File: src/rtl/load_store_unit_pkg.sv
// Shared LSU definitions: instruction IDs, FSM state encoding and decode helpers.
package load_store_unit_pkg;

   localparam logic [5:0] INSTR_ADD = 6'h00;
   localparam logic [5:0] INSTR_LB  = 6'h10;
   localparam logic [5:0] INSTR_LH  = 6'h11;
   localparam logic [5:0] INSTR_LW  = 6'h12;
   localparam logic [5:0] INSTR_LBU = 6'h13;
   localparam logic [5:0] INSTR_LHU = 6'h14;
   localparam logic [5:0] INSTR_SB  = 6'h18;
   localparam logic [5:0] INSTR_SH  = 6'h19;
   localparam logic [5:0] INSTR_SW  = 6'h1a;

   typedef enum logic [1:0] {
      LSU_IDLE,
      LSU_REQ,
      LSU_WAIT,
      LSU_DONE
   } lsu_state_e;

   function automatic logic is_load_op(input logic [5:0] id);
      return id inside {INSTR_LB, INSTR_LH, INSTR_LW, INSTR_LBU, INSTR_LHU};
   endfunction

   function automatic logic is_store_op(input logic [5:0] id);
      return id inside {INSTR_SB, INSTR_SH, INSTR_SW};
   endfunction

   function automatic logic is_mem_op(input logic [5:0] id);
      return is_load_op(id) || is_store_op(id);
   endfunction

   // Low address bits that are meaningful for the access size; the rest must be zero.
   function automatic logic [1:0] offset_mask(input logic [5:0] id);
      logic [1:0] m;
      case (id)
         INSTR_LB, INSTR_LBU, INSTR_SB: m = 2'b11;
         INSTR_LH, INSTR_LHU, INSTR_SH: m = 2'b10;
         default:                       m = 2'b00;
      endcase
      return m;
   endfunction

endpackage

File: src/rtl/load_store_unit_load_align.sv
// Combinational load extraction: shifts the read word by the byte offset and extends it.
module load_align
   import load_store_unit_pkg::*;
(
   input  logic [31:0] rdata,
   input  logic [1:0]  offset,
   input  logic [5:0]  instr_id,
   output logic [31:0] data
);

   logic [31:0] shifted;

   assign shifted = rdata >> {offset, 3'b000};

   always_comb begin
      data = shifted;
      case (instr_id)
         INSTR_LB:  data = {{24{shifted[7]}}, shifted[7:0]};
         INSTR_LBU: data = {24'h000000, shifted[7:0]};
         INSTR_LH:  data = {{16{shifted[15]}}, shifted[15:0]};
         INSTR_LHU: data = {16'h0000, shifted[15:0]};
         default:   data = shifted;
      endcase
   end

endmodule

File: src/rtl/load_store_unit.sv
// Memory-stage load/store unit: one word-aligned bus transaction per load or store.
// Optional LSU_MISALIGN_TRAP_EN: misaligned accesses trap instead of being aligned down.
module load_store_unit
   import load_store_unit_pkg::*;
(
   input  logic        clk,
   input  logic        rst,
   input  logic        op_valid,
   input  logic [5:0]  instr_id,
   input  logic [31:0] addr,
   input  logic [31:0] store_data,
   input  logic [4:0]  rd_addr,
   output logic        mem_req,
   output logic        mem_we,
   output logic [31:0] mem_addr,
   output logic [31:0] mem_wdata,
   output logic [3:0]  mem_wstrb,
   input  logic        mem_ready,
   input  logic        mem_rvalid,
   input  logic [31:0] mem_rdata,
   output logic [31:0] load_data,
   output logic        load_data_valid,
   output logic [4:0]  load_rd_addr,
   output logic        stall_out,
   output logic        misaligned_out
);

   lsu_state_e  state_q, state_d;
   logic        accept;
   logic        trap;
   logic [1:0]  offset;
   logic [3:0]  wstrb_fmt;
   logic [31:0] wdata_fmt;
   logic [31:0] aligned_data;

   logic [5:0]  instr_q;
   logic [1:0]  offset_q;
   logic [4:0]  rd_q;
   logic        we_q;
   logic [31:0] addr_q;
   logic [31:0] wdata_q;
   logic [3:0]  wstrb_q;
   logic [31:0] load_data_q;
   logic        load_valid_q;
   logic [4:0]  load_rd_q;
   logic        mis_q;

   assign accept = (state_q == LSU_IDLE) && op_valid && is_mem_op(instr_id);
   // Offset is aligned down to the access size; only reachable misaligned in non-trap builds.
   assign offset = addr[1:0] & offset_mask(instr_id);

`ifdef LSU_MISALIGN_TRAP_EN
   assign trap = |(addr[1:0] & ~offset_mask(instr_id));
`else
   assign trap = 1'b0;
`endif

   always_comb begin
      wstrb_fmt = 4'b0000;
      wdata_fmt = 32'h0;
      case (instr_id)
         INSTR_SB: begin
            wstrb_fmt = 4'b0001 << offset;
            wdata_fmt = {4{store_data[7:0]}};
         end
         INSTR_SH: begin
            wstrb_fmt = offset[1] ? 4'b1100 : 4'b0011;
            wdata_fmt = {2{store_data[15:0]}};
         end
         INSTR_SW: begin
            wstrb_fmt = 4'b1111;
            wdata_fmt = store_data;
         end
         default: ;
      endcase
   end

   always_comb begin
      state_d = state_q;
      unique case (state_q)
         LSU_IDLE: if (accept) state_d = trap ? LSU_DONE : LSU_REQ;
         LSU_REQ:  if (mem_ready) state_d = is_load_op(instr_q) ? LSU_WAIT : LSU_DONE;
         LSU_WAIT: if (mem_rvalid) state_d = LSU_DONE;
         LSU_DONE: state_d = LSU_IDLE;
      endcase
   end

   load_align u_load_align (
      .rdata    (mem_rdata),
      .offset   (offset_q),
      .instr_id (instr_q),
      .data     (aligned_data)
   );

   always_ff @(posedge clk or posedge rst) begin
      if (rst) begin
         state_q      <= LSU_IDLE;
         instr_q      <= INSTR_ADD;
         offset_q     <= 2'b00;
         rd_q         <= 5'd0;
         we_q         <= 1'b0;
         addr_q       <= 32'h0;
         wdata_q      <= 32'h0;
         wstrb_q      <= 4'b0000;
         load_data_q  <= 32'h0;
         load_valid_q <= 1'b0;
         load_rd_q    <= 5'd0;
         mis_q        <= 1'b0;
      end else begin
         state_q      <= state_d;
         load_valid_q <= 1'b0;
         mis_q        <= 1'b0;
         if (accept) begin
            instr_q  <= instr_id;
            offset_q <= offset;
            rd_q     <= rd_addr;
            mis_q    <= trap;
            if (!trap) begin
               we_q    <= is_store_op(instr_id);
               addr_q  <= {addr[31:2], 2'b00};
               wdata_q <= wdata_fmt;
               wstrb_q <= wstrb_fmt;
            end
         end
         if (state_q == LSU_WAIT && mem_rvalid) begin
            load_data_q  <= aligned_data;
            load_rd_q    <= rd_q;
            load_valid_q <= 1'b1;
         end
      end
   end

   assign mem_req         = (state_q == LSU_REQ);
   assign mem_we          = we_q;
   assign mem_addr        = addr_q;
   assign mem_wdata       = wdata_q;
   assign mem_wstrb       = wstrb_q;
   assign load_data       = load_data_q;
   assign load_data_valid = load_valid_q;
   assign load_rd_addr    = load_rd_q;
   assign misaligned_out  = mis_q;
   assign stall_out       = accept || (state_q == LSU_REQ) || (state_q == LSU_WAIT);

endmodule

File: config.mk
export PLATFORM = sky130hd
export DESIGN_NAME = load_store_unit
export DESIGN_NICKNAME = d
export VERILOG_FILES = /design/src/rtl/load_store_unit_pkg.sv /design/src/rtl/load_store_unit_load_align.sv /design/src/rtl/load_store_unit.sv
export SDC_FILE = /design/constraint.sdc
export NUM_CORES = 1
export LEC_CHECK = 0
export BUFFER_PORTS_ARGS = -buffer_cell sky130_fd_sc_hd__buf_2
export CAP_MARGIN = 20
export CELL_PAD_IN_SITES_DETAIL_PLACEMENT = 0
export CELL_PAD_IN_SITES_GLOBAL_PLACEMENT = 2
export CORE_ASPECT_RATIO = 0.6
export CORE_UTILIZATION = 25
export CTS_BUF_LIST = sky130_fd_sc_hd__clkbuf_8
export DETAILED_ROUTE_END_ITERATION = 12
export GPL_TIMING_DRIVEN = 1
export PLACE_DENSITY = 0.81
export SETUP_SLACK_MARGIN = 0.1
export SLEW_MARGIN = 15
export SYNTH_ARGS = -nofsm -noshare
export SYNTH_HDL_FRONTEND = slang
export SYNTH_SLANG_ARGS = --single-unit
File: constraint.sdc
create_clock -name clk -period 4.35 [get_ports clk]
set_clock_uncertainty 0.15 [all_clocks]
set_input_delay 0.6525 -clock clk [delete_from_list [all_inputs] [get_ports clk]]
set_output_delay 0.6525 -clock clk [all_outputs]
set_load 0.05 [all_outputs]
==> metrics.md <==
| Metric | Value |
|---|---|
| Fillcell total | about 2.2k |
| Avg Cell Area, Syn | approximately 11 µm² |
| Largest stage delay, worst path | 0.40 ns |
| DR pass1 iterations | 4 |
| GRT Total Usage | 0.154 |
| PwrDens | 743 nW/µm² |
| Post-CTS sizing | 0 |
| Slew margin rel. | 0.430 |
| CTS tree | done |
| Synth Flop Type | dfrtp_1 |
| Setup bufs post-CTS | 0 |
| First-pass GRT wire length | around 27 mm |
| Pint | 2.78 mW |
| Post-DP HPWL | 12.4 mm |
| Placed Cells incl. Taps | roughly 970 |
| Via/cell ratio | 4.64 |
| WP buf/inv | 2 |
| Fmax | about 0.35 GHz |
| Antenna Cells | 0 |
| Final WL | approximately 17 mm |
| IO Port Bufs | approximately 220 |
| Routed length per instance | between 15 and 20 µm |
| Clock Sinks | between 100 and 150 |
| Hold Slack | ~0.19 ns |
| Post-synth ARST share | 1.00 |
| Unrepaired setup endpoints after global routing | false |
| Worst VDD drop | around 0.42 mV |
| Critical path's top delay family | simple AND/OR/NAND/NOR gates |
| Post-placement setup slack | 1.41 ns |
| Largest net degree at the start of global routing | 70 |
| Leading cell type in the layout, fill and taps excluded | buf_2 |
| CTS max path bufs | 2 |
| Sw Ratio | 0.486 |
| Cts hold-fix bufs | 0 |
| Initial Util | 0.259 |
| Post-synth EDFFs | 0 |
| Critical Path RT | around 3.6 ns |
| Internal reg-to-reg setup slack | 1.81 ns |
| Core Area | about 21000 µm² |
| Setup TNS | 0 ns |
| P&R area growth vs syn | 31.5% |
| Max-slew violations | 0 |
| Endpoint class of the critical path | output port |
| FP Rows | 41 |
| Final ANT Viol Nets | 0 |
| Min-Delay Path Class | in -> async |
| Clk pwr share | 0.190 |
| Seq/Total Area, Yosys | 0.542 |
| Num ports | about 220 |
| Die height | between 100 and 150 µm |
| Flops & latches, synth | between 100 and 150 |
| NetSw | about 2.6 mW |
| Final setup margin | 1.50 ns |
| Synth Instances | about 500 |
| Total Die Area | about 23000 µm² |
| Actual slew at the worst max-slew pin | approximately 0.86 ns |
| Die width | between 150 and 200 µm |
| Worst Path Max Fanout | 4 |
| Depth of the CTS H-tree | 4 |
| Critical path origin | state_q[0] |
| MaxCap Viol Count | 0 |
| Setup violators final | 0 |
| DR vias | around 4.6k |
| Final Hold Fails | 0 |
| Post-Synthesis Cell Area | around 5500 µm² |
| Clock Latency Late Sink | 0.43 ns |
| Synth warn | 0 |
| CP Class | reg -> out |
| Final period util | 0.656 |
| Unique masters post-synth | 50 |
| Gate power share | 0.482 |
| Initial antenna violation count | 0 |
| Root Buffer | clkbuf_8 |
| Run status | finished, final reports clean |
| Leading cell types in the layout, fill and taps excluded | buf_2 (218), dfrtp_1 (120), nand2_1 (68) |
| CTS buffer count | 17 |
| CP Data Arrival Time | approximately 2 ns |
| Min Clock Period, post-route | 2.85 ns |
| Nets@finish | approximately 820 |
| Reg2reg start | offset_q[1] |
| Cells along the critical path | inv_1, ha_1, and4b_1, o211ai_4, nand3_1, buf_2 |
| Reg power frac | 0.328 |
| CTS clk-pin slew, worst paths | approximately 0.070 ns |
| Vias in the first global route | roughly 4.7k |
| DRC viols | 0 |
| Cell leakage power | between 3 and 4 nW |
| Gr ovfl total | 0 |
| Placer Congestion | 0.769 |
| Slowest-stage cell, CP | dfrtp_1 |
| Final Non-Filler Cells | about 1.0k |
| CP Launch Type | register |
| Initial DRC Count | 243 |
| Layout cells sized above 1 | 0.424 |
-- metal layers --
layer / GRT usage / wire length, µm
met1: 0.225 / 8740
met2: 0.212 / 7040
met4: 0.0437 / 131
met5: 0 / 0
met3: 0.0523 / 1120
-- cell usage after synthesis, types with 2 or more instances --
cell	instances	area [µm²]
nor2b_1	2	12.5
o2111ai_1	2	17.5
a21oi_1	29	145
a221o_1	16	160
and3_1	4	25.0
a22oi_1	11	82.6
mux2i_1	26	260
buf_2	12	60.1
buf_4	3	22.5
nand2_1	68	255
mux2_1	3	33.8
o21ai_0	32	160
nor2_1	28	105
a22o_1	11	96.3
o2bb2ai_1	7	61.3
nor3_1	2	10.0
a21o_1	3	22.5
inv_1	8	30.0
o21ai_1	5	25.0
and2_1	4	25.0
buf_6	4	45.0
nand2b_1	3	18.8
dfrtp_1	120	3000
o31ai_1	2	15.0
o211ai_1	4	30.0
mux2_2	42	473
clkbuf_1	15	56.3
a31oi_1	3	18.8
nand3_1	2	10.0
ha_1	4	50.1
nand3b_1	2	15.0
-- layout make-up --
cell class,count,area [µm²],share of cell area
multi-input combinational,334,2330,0.320
sequential,120,3000,0.412
clock inverter,10,100,0.0137
clock buffer,22,303,0.0415
inverter,9,36.3,0.00498
tap,279,349,0.0479
timing repair buffer,226,1160,0.160
-- registers in the layout, indices dropped and copies added, names as in the netlist, 4 cells and up --
signal,flops
instr_q,6
load_data,32
load_rd_addr,5
mem_addr,30
mem_wdata,32
mem_wstrb,4
rd_q,5
-- cell families after synthesis --
logic type | Yosys count | synth area share
mux | 72 | 0.142
simple gates | 121 | 0.0975
flops | 120 | 0.542
compound gates | 134 | 0.169
buf+inv | 44 | 0.0400
fa+ha+maj | 4 | 0.00903
other cells | 1 | 0.000677
-- metrics by stage --
stage                      util  power (mW)  cell area, µm²
after floorplan               -        3.75            5550
after global placement    0.322        4.42            6890
after detailed placement  0.322        4.42            6890
after CTS                 0.341        5.49            7290
after global routing      0.341        5.72            7290
final                     0.341        5.42            7290
-- path summary, 6_finish.rpt --
path | endpoint | cells after the start
setup / recovery | stall_out | 6
max in group asynchronous | mem_wdata[14] | 3
min in group clk | mem_addr[28] | 2
hold / removal | mem_addr[5] | 2
setup reg to reg | load_data[9] | 4
hold reg to reg | load_rd_addr[3] | 2
-- power by group through the flow --
stage / Clock [mW] / Combinational (mW) / Sequential, mW
5_1_grt: 1.12 / 2.77 / 1.83
4_1_cts: 1.07 / 2.64 / 1.78
3_3_place_gp: 0 / 2.63 / 1.78
2_1_floorplan: 0 / 0.722 / 3.03
6_report: 1.03 / 2.61 / 1.78
3_5_place_dp: 0 / 2.64 / 1.79
Power figures use the tool's default switching activity.
